### src/rtl/custom_run_search_pkg.sv
// custom_run_search_pkg
// Shared definitions for the run search unit: the scan FSM state encoding
// and the bit positions of the per-scan mode field.
package custom_run_search_pkg;

    typedef enum logic [2:0] {
        IDLE,
        FETCH,
        DRAIN,
        FINAL,
        DONE
    } state_e;

    // mode[MODE_INC_BIT]       : 0 = decreasing runs, 1 = increasing runs
    // mode[MODE_NONSTRICT_BIT] : 0 = strict, 1 = equal elements continue a run
    localparam int MODE_INC_BIT       = 0;
    localparam int MODE_NONSTRICT_BIT = 1;

endpackage

### src/rtl/custom_run_search_unit_tracker.sv
// custom_run_tracker
// Consumes one signed element per valid cycle and tracks the current
// monotonic run and the best (longest, latest on ties) run seen so far.
//
// Ports:
//   clock, resetn  : clock, asynchronous active-low reset
//   valid          : an element is presented on data this cycle
//   first          : the presented element is index 0 of the scan
//   index          : array index of the presented element
//   data           : the element (two's complement)
//   mode           : direction / strictness select (see package)
//   close          : fold the open run into the best result
//   res_start      : start index of the best run including the open run
//   res_len        : length of the best run including the open run
module custom_run_tracker
    import custom_run_search_pkg::*;
#(
    parameter int DATA_W = 16,
    parameter int ADDR_W = 10
) (
    input  logic              clock,
    input  logic              resetn,
    input  logic              valid,
    input  logic              first,
    input  logic [ADDR_W-1:0] index,
    input  logic [DATA_W-1:0] data,
    input  logic [1:0]        mode,
    input  logic              close,
    output logic [ADDR_W-1:0] res_start,
    output logic [ADDR_W:0]   res_len
);

    logic signed [DATA_W-1:0] data_s;
    logic signed [DATA_W-1:0] prev_q, prev_d;
    logic [ADDR_W:0]          cur_len_q, cur_len_d;
    logic [ADDR_W-1:0]        cur_start_q, cur_start_d;
    logic [ADDR_W:0]          best_len_q, best_len_d;
    logic [ADDR_W-1:0]        best_start_q, best_start_d;
    logic                     rel_ok;
    logic                     take_cur;

    assign data_s = $signed(data);

    // Relation of the new element against its predecessor, signed compare.
    always_comb begin
        rel_ok = 1'b0;
        if (mode[MODE_INC_BIT]) begin
            rel_ok = mode[MODE_NONSTRICT_BIT] ? (data_s >= prev_q) : (data_s > prev_q);
        end else begin
            rel_ok = mode[MODE_NONSTRICT_BIT] ? (data_s <= prev_q) : (data_s < prev_q);
        end
    end

    // ">=" makes the latest of equally long runs win.
    assign take_cur  = (cur_len_q >= best_len_q);
    assign res_len   = take_cur ? cur_len_q : best_len_q;
    assign res_start = take_cur ? cur_start_q : best_start_q;

    always_comb begin
        prev_d       = prev_q;
        cur_len_d    = cur_len_q;
        cur_start_d  = cur_start_q;
        best_len_d   = best_len_q;
        best_start_d = best_start_q;

        if (valid) begin
            prev_d = data_s;
            if (first) begin
                // Index 0 opens a fresh scan; earlier results are discarded.
                cur_len_d    = (ADDR_W+1)'(1);
                cur_start_d  = index;
                best_len_d   = '0;
                best_start_d = '0;
            end else if (rel_ok) begin
                cur_len_d = cur_len_q + (ADDR_W+1)'(1);
            end else begin
                if (take_cur) begin
                    best_len_d   = cur_len_q;
                    best_start_d = cur_start_q;
                end
                cur_len_d   = (ADDR_W+1)'(1);
                cur_start_d = index;
            end
        end else if (close) begin
            if (take_cur) begin
                best_len_d   = cur_len_q;
                best_start_d = cur_start_q;
            end
        end
    end

    always_ff @(posedge clock or negedge resetn) begin
        if (!resetn) begin
            prev_q       <= '0;
            cur_len_q    <= '0;
            cur_start_q  <= '0;
            best_len_q   <= '0;
            best_start_q <= '0;
        end else begin
            prev_q       <= prev_d;
            cur_len_q    <= cur_len_d;
            cur_start_q  <= cur_start_d;
            best_len_q   <= best_len_d;
            best_start_q <= best_start_d;
        end
    end

endmodule

### src/rtl/custom_run_search_unit.sv
// custom_run_search_unit
// Streams DEPTH signed elements from a synchronous-read RAM with RD_LAT
// cycles of read latency and reports the longest monotonic run.
//
// Ports:
//   clock, resetn : clock, asynchronous active-low reset
//   start         : level request, sampled only while idle
//   mode          : bit0 increasing, bit1 non-strict; latched on start
//   rd_data       : RAM read data
//   rd_address    : RAM read address
//   seq_address   : first index of the longest run
//   length        : element count of the longest run
//   busy          : scan in progress
//   done          : one-cycle pulse when seq_address/length are valid
module custom_run_search_unit
    import custom_run_search_pkg::*;
#(
    parameter int DATA_W = 16,
    parameter int ADDR_W = 10,
    parameter int DEPTH  = 1024,
    parameter int RD_LAT = 2
) (
    input  logic              clock,
    input  logic              resetn,
    input  logic              start,
    input  logic [1:0]        mode,
    input  logic [DATA_W-1:0] rd_data,
    output logic [ADDR_W-1:0] rd_address,
    output logic [ADDR_W-1:0] seq_address,
    output logic [ADDR_W:0]   length,
    output logic              busy,
    output logic              done
);

    localparam logic [ADDR_W-1:0] LAST_IDX = ADDR_W'(DEPTH - 1);

    state_e            state_q, state_d;
    logic [ADDR_W-1:0] addr_q, addr_d;
    logic [ADDR_W-1:0] cons_q, cons_d;
    logic [1:0]        mode_q, mode_d;
    logic [RD_LAT-1:0] vld_q, vld_d;
    logic [ADDR_W-1:0] seq_q, seq_d;
    logic [ADDR_W:0]   len_q, len_d;
    logic              busy_q, busy_d;
    logic              done_q, done_d;

    logic              consume;
    logic              close;
    logic [ADDR_W-1:0] res_start;
    logic [ADDR_W:0]   res_len;

    // Oldest stage of the valid pipeline lines up with rd_data.
    assign consume = vld_q[RD_LAT-1];

    always_comb begin
        state_d = state_q;
        addr_d  = addr_q;
        cons_d  = cons_q;
        mode_d  = mode_q;
        seq_d   = seq_q;
        len_d   = len_q;
        busy_d  = busy_q;
        done_d  = done_q;
        close   = 1'b0;

        // One valid token per address issued while fetching.
        vld_d[0] = (state_q == FETCH);
        for (int k = 1; k < RD_LAT; k++) begin
            vld_d[k] = vld_q[k-1];
        end

        if (consume && (cons_q != LAST_IDX)) begin
            cons_d = cons_q + ADDR_W'(1);
        end

        case (state_q)
            IDLE: begin
                addr_d = '0;
                done_d = 1'b0;
                if (start) begin
                    mode_d  = mode;
                    seq_d   = '0;
                    len_d   = '0;
                    busy_d  = 1'b1;
                    cons_d  = '0;
                    state_d = FETCH;
                end
            end
            FETCH: begin
                // Address saturates at the last element, never wraps.
                if (addr_q == LAST_IDX) begin
                    state_d = DRAIN;
                end else begin
                    addr_d = addr_q + ADDR_W'(1);
                end
            end
            DRAIN: begin
                if (consume && (cons_q == LAST_IDX)) begin
                    state_d = FINAL;
                end
            end
            FINAL: begin
                // Result includes the still-open run via the tracker's
                // combinational view; the tracker folds it in as well.
                close   = 1'b1;
                seq_d   = res_start;
                len_d   = res_len;
                done_d  = 1'b1;
                busy_d  = 1'b0;
                state_d = DONE;
            end
            DONE: begin
                done_d  = 1'b0;
                addr_d  = '0;
                state_d = IDLE;
            end
            default: begin
                state_d = IDLE;
            end
        endcase
    end

    always_ff @(posedge clock or negedge resetn) begin
        if (!resetn) begin
            state_q <= IDLE;
            addr_q  <= '0;
            cons_q  <= '0;
            mode_q  <= '0;
            vld_q   <= '0;
            seq_q   <= '0;
            len_q   <= '0;
            busy_q  <= 1'b0;
            done_q  <= 1'b0;
        end else begin
            state_q <= state_d;
            addr_q  <= addr_d;
            cons_q  <= cons_d;
            mode_q  <= mode_d;
            vld_q   <= vld_d;
            seq_q   <= seq_d;
            len_q   <= len_d;
            busy_q  <= busy_d;
            done_q  <= done_d;
        end
    end

    custom_run_tracker #(
        .DATA_W (DATA_W),
        .ADDR_W (ADDR_W)
    ) u_tracker (
        .clock     (clock),
        .resetn    (resetn),
        .valid     (consume),
        .first     (cons_q == '0),
        .index     (cons_q),
        .data      (rd_data),
        .mode      (mode_q),
        .close     (close),
        .res_start (res_start),
        .res_len   (res_len)
    );

    assign rd_address  = addr_q;
    assign seq_address = seq_q;
    assign length      = len_q;
    assign busy        = busy_q;
    assign done        = done_q;

endmodule
### config.mk
export PLATFORM = sky130hd
export DESIGN_NAME = custom_run_search_unit
export DESIGN_NICKNAME = d
export VERILOG_FILES = /design/src/rtl/custom_run_search_pkg.sv /design/src/rtl/custom_run_search_unit_tracker.sv /design/src/rtl/custom_run_search_unit.sv
export SDC_FILE = /design/constraint.sdc
export NUM_CORES = 1
export LEC_CHECK = 0
export CORE_ASPECT_RATIO = 1.25
export CORE_MARGIN = 5
export CORE_UTILIZATION = 45
export DETAILED_ROUTE_END_ITERATION = 16
export DONT_BUFFER_PORTS = 1
export PLACE_DENSITY = 0.66
export SLEW_MARGIN = 20
export SYNTH_ARGS = -nofsm -noshare
export SYNTH_HDL_FRONTEND = slang
export SYNTH_SLANG_ARGS = --single-unit
### constraint.sdc
create_clock -name clock -period 2.95 [get_ports clock]
set_input_delay 0.1475 -clock clock [delete_from_list [all_inputs] [get_ports clock]]
set_output_delay 0.1475 -clock clock [all_outputs]
set_load 0.1 [all_outputs]
## Word-level counts from Yosys, hierarchy flattened

Index checks and enable logic that the tools add are counted.

| cells by class | value |
|---|---|
| add/subtract/negate cells | 3 |
| multiply operators | 0 |
| div/mod/pow operators | 0 |
| $lt $le $gt $ge | 5 |
| equality and inequality tests | 13 |
| shifts and indexed selects | 0 |
| muxes and demuxes | 34 |
| bitwise operators | 0 |
| reductions and logical operators | 15 |

Operators by type and width:

| kind | count |
|---|---|
| 10-bit two-way mux | 12 |
| 11-bit two-way mux | 8 |
| 10-bit one-hot mux with 2 select lines | 2 |
| 11-bit one-hot mux with 2 select lines | 1 |
| 10-bit by 1-bit adder with 10-bit output (second input constant) | 2 |
| 10-bit == test (second input constant) | 2 |
| 16-bit greater-or-equal comparator | 1 |
| 16-bit greater-than comparator | 1 |
| 16-bit less-or-equal comparator | 1 |
| 16-bit < comparator | 1 |
| 3-bit one-hot mux with 4 select lines | 1 |
| 11-bit by 1-bit adder with 11-bit output (second input constant) | 1 |
| 11-bit greater-or-equal comparator | 1 |
| 10-bit logical NOT | 1 |
| 10-bit inequality test (second input constant) | 1 |
| 2-bit AND reduction | 5 |
| 3-bit two-way mux | 3 |
| 2-bit nonzero test | 4 |
| 3-bit by 2-bit == test with 1-bit output (second input constant) | 2 |
| 2-bit inequality test (second input constant) | 3 |
| 1-bit two-way mux | 5 |
| 2-bit by 1-bit inequality test with 1-bit output (second input constant) | 2 |
| 1-bit one-hot mux with 2 select lines | 2 |
| 3-bit by 1-bit == test with 1-bit output (second input constant) | 1 |
| 6 further kinds | 7 |

| word-level totals | value |
|---|---|
| register bits | 108 |
| latch bits | 0 |
| RAM bits | 0 |
| ROM bits | 0 |
| input bits | 21 |
| output and inout port bits | 33 |
| logic and storage cells | 84 |
| memories | 0 |

## Longest topological paths before layout

| logic depth | value |
|---|---|
| depth in word-level cells | 6 |
| gate-level depth with buffers | 11 |

## By module

A second synthesis with hierarchy kept.

| unflattened totals | value |
|---|---|
| cells, all modules | 509 |
| area, all modules | 5480.3 um^2 |

By module, submodules not included:

| module | times used | cells each | area an instance (um^2) |
|---|---|---|---|
| custom_run_tracker | 1 | 322 | 3290.7 |
| custom_run_search_unit | 1 | 187 | 2189.6 |

## Worst setup path before layout

OpenSTA, ideal clock, no wires.

| timing path | value |
|---|---|
| path type | reg2reg |
| from | register u_tracker.prev_q[7] |
| to | register u_tracker.cur_start_q[0] |
| data arrival time | 2.533 ns |
| data required time | 2.825 ns |
| path slack | 0.292 ns |
| stages on the path, launching flop included | 12 |
| path buffers | 1 |
| clock period less this slack | 2.658 ns |
| cells stage by stage | dfrtp_1 -> inv_1 -> ha_1 -> nand4_1 -> o221ai_1 -> a221oi_2 -> mux2i_1 -> mux2i_2 -> o21ai_2 -> and2_1 -> buf_4 -> mux2_4 |

| on the way | value |
|---|---|
| cells in the longest elaborated chain, start to end | 5 |
| elaborated cells on any way between the ends | 9 |
| those cells by class | order compare (4); eq/ne (1); mux (3); reduce/logical (1) |

RTL lines:

| what | line | text |
|---|---|---|
| from (decl) | custom_run_search_unit_tracker.sv:34 | `logic signed [DATA_W-1:0] prev_q, prev_d;` |
| from (signal assigned) | custom_run_search_unit_tracker.sv:100 | `prev_q <= prev_d;` |
| 16-bit < comparator (tied with other cells) | custom_run_search_unit_tracker.sv:50 | `rel_ok = mode[MODE_NONSTRICT_BIT] ? (data_s <= prev_q) : (data_s < prev_q);` |
| 1-bit two-way mux (on tied branches) | custom_run_search_unit_tracker.sv:50, custom_run_search_unit_tracker.sv:48 |  |
| 1-bit two-way mux * | custom_run_search_unit_tracker.sv:47 | `if (mode[MODE_INC_BIT]) begin` |
| 2-bit by 1-bit inequality test with 1-bit output (no line) * | -- |  |
| 2-bit AND reduction (no line) * | -- |  |
| to (signal assigned) | custom_run_search_unit_tracker.sv:102 | `cur_start_q <= cur_start_d;` |
| to (decl) | custom_run_search_unit_tracker.sv:36 | `logic [ADDR_W-1:0] cur_start_q, cur_start_d;` |

Every way passes the cells marked *; elsewhere a longest branch is shown, timed or not.
A chain may end at the register's enable or synchronous reset.

## Final worst setup path

Ends and elaborated chain as after synthesis.

==> results.toml <==
[power_and_ir_drop]
vdd_ir_drop_max_v = 0.0003918
p_clk_share_pct = 26.4
combPwrFrac_pct = 27.7
p_sw_mw = 1.442
power_leakage_nw = 2.881
intPower_mw = 2.867
switching_share_pct = 33.47
seqPwrFrac_pct = 45.9
p_per_area_nw_per_um2 = 708.0

[worst_setup_path]
cp_top_family = "multiplexers"
crit_chain = "inv_1, ha_1, nand4_1, o221ai_1, a221oi_2, mux2i_1, mux2i_2, buf_4, o21ai_2, and2_2, mux2_4"
cp_max_fo = 6
worstPathArrival_ns = 3.05
crit_buf_inv = 2
worstPathRequired_ns = 3.18
cpPeakStageDelay_ns = 0.36
cp_slowest_cell = "dfrtp_1"
cp-end-kind = "flip-flop"
worstSetupStartpointType = "flip-flop"
crit_type = "reg2reg"

[clock_network]
cts.sinks = 108
cts.path.max_buffers = 2
clk_latency_ns = 0.35
htreeDepth = 3
root_buffer = "clkbuf_16"
numCtsBuffers = 9
cts_tree = "yes"
clkTransAtPathRegs_ns = 0.07

[global_route]
gr-total-overflow = 0
grt_pass1_vias = 3910
antenna_found_initial = 0
grt_pass1_wl_um = 18700
grt_max_degree = 109
track_usage_pct = 16.67

[synthesis]
yosysTopAreaCell = "dfrtp_1"
synth_edf_count = 0
synth.avg_cell_area_sq_um = 10.24
syn_inst = 513
async_reset_ff_share_pct = 100.0
synth-seq-cells = 108
synth_area_sq_um = 5254
synth_area_leaders = "dfrtp_1 (51%), ha_1 (7.4%), a22o_1 (4.7%)"
ys_types = 52
seq_area_frac_synth_pct = 51.44
yosys_warnings = 0
synth_top_area_share_pct = 51.44
synth_nets = 565
yosys_most_used_dff = "dfrtp_1"

[sta]
period_share_pct = 95.43
drv_slew = 0
fmax_mhz = 355.2
setup_viol = 0
worst_pin_slew_ns = 0.9254
hold_ws_ns = 0.05608
hold_viol = 0
fin_skew_ns = 0.008845
fin_ws_ns = 0.1348
min_period_ns = 2.815
relSlewSlack_pct = 38.31

[layout]
nets = 607
diodes = 0
area_growth_pct = 15.84
layout_common_cells = "dfrtp_1 (108), nand2_1 (54), nor2_1 (47)"
layout-drive-gt1-share_pct = 11.61
final_common_cell = "dfrtp_1"

[floorplanning]
row_count = 44
die_w_um = 106.6
dieArea_sq_um = 13950
ios = 54
die_h_um = 130.8
start_util_pct = 45.66
core_area_sq_um = 11510

[routing]
firstDrtPassIters = 4
vias = 3868
routed_via_density = 5.542
wl_per_cell_um = 15.44
drcViolationCount = 0
drt_iter0_drc = 211
wl_um = 10780
final_antenna_net_count = 0

[run]
drv_cap = 0

[placed_design]
portBuffers = 0
globalplace.congestion = 0.7691
hpwl_um = 7277
dp_slack_ns = 0.04247

[hold_path]
hp-class = "in2reg"

[run_status]
status = "finished clean"
[worst paths after layout]
| path | from | endpoint | slack (ns) | cells after the start |
|---|---|---|---|---|
| setup / recovery | u_tracker.prev_q[7] | u_tracker.cur_start_q[0] | 0.13 | 11 |
| hold / removal | start | state_q[0] | 0.06 | 2 |
| setup reg to reg | u_tracker.prev_q[7] | u_tracker.cur_start_q[0] | 0.13 | 11 |
| hold reg to reg | vld_q[0] | vld_q[1] | 0.36 | 0 |
| max in group asynchronous | resetn | u_tracker.prev_q[2] | 2.13 | 2 |
| min in group asynchronous | resetn | rd_address[6] | 0.35 | 2 |
[per-stage QoR]
stage	util, %	cell area [sq um]	instances	TNS (ns)	total power [mW]
after global placement	48.37	5565	660	0	3.083
after CTS	52.68	6061	696	0	4.338
after global routing	52.89	6086	698	-0.8436	4.587
final	52.89	6086	698	0	4.308
after detailed placement	48.37	5565	660	0	3.124
after floorplan	-	5254	513	0	2.871
[logic make-up after synthesis]
family / Yosys count / share of synthesized area, %
flip-flops: 108 / 51.44
AND/OR/NAND/NOR: 150 / 13.29
buffers and inverters: 58 / 4.573
AO/OA/AOI/OAI: 126 / 15.65
XOR/XNOR: 17 / 2.834
multiplexers: 23 / 4.834
adder cells (fa/ha/maj): 31 / 7.383
[cell type report]
cell class                 count  area [sq um]
inverter                      38         142.6
multi-input combinational    347          2327
sequential                   108          2703
clock inverter                 6         48.80
timing repair buffer          51         462.9
tap                          138         172.7
fill                        1019          5420
clock buffer                  10         229.0
[Yosys cell counts (all sizes together) (2+ instances only)]
library cell  count
o21a              3
mux2i            13
ha               31
mux2             10
xnor2             7
a211oi            3
xor2             10
a21oi            28
dfrtp           108
a22o             28
inv              38
o2111ai           2
nand4            10
nor2b             2
buf               7
clkbuf           13
nor2             47
a21o              4
nor4              4
o21ai            47
and3              5
nand3             9
nor3              4
and2              2
o211ai            2
or3               7
nand2b            2
nand2            55
[routing by layer]
layer / vias up / part of all wire, % / GRT usage [%]
met1: 1894 / 44 / 20.52
met5: - / 0 / 0
li1: 1877 / - / -
met2: 83 / 49 / 28.09
met4: 0 / 1.7 / 6.546
met3: 14 / 5.0 / 4.472
[flip-flops by register name (all words and copies together) (netlist names), 3 cells and up]
register	flops
u_tracker.prev_q	16
length	11
u_tracker.best_len_q	11
u_tracker.cur_len_q	11
cons_q	10
rd_address	10
seq_address	10
u_tracker.best_start_q	10
u_tracker.cur_start_q	10
state_q	3
[power by group through the flow]
stage	sequential, mW	combinational (mW)	clock (mW)
5_1_grt	2.02	1.33	1.24
4_1_cts	1.98	1.19	1.17
2_1_floorplan	1.91	0.960	0
3_5_place_dp	2.00	1.12	0
6_report	1.98	1.19	1.14
3_3_place_gp	2.00	1.09	0
[what timing repair did]
item,CTS,global route
hold buffers,20,0
buffers inserted,0,2
endpoints found under the hold margin,126,0
resized for setup,0,2
setup endpoints to repair,0,27
Note: power is estimated with default switching activity, not from simulation.
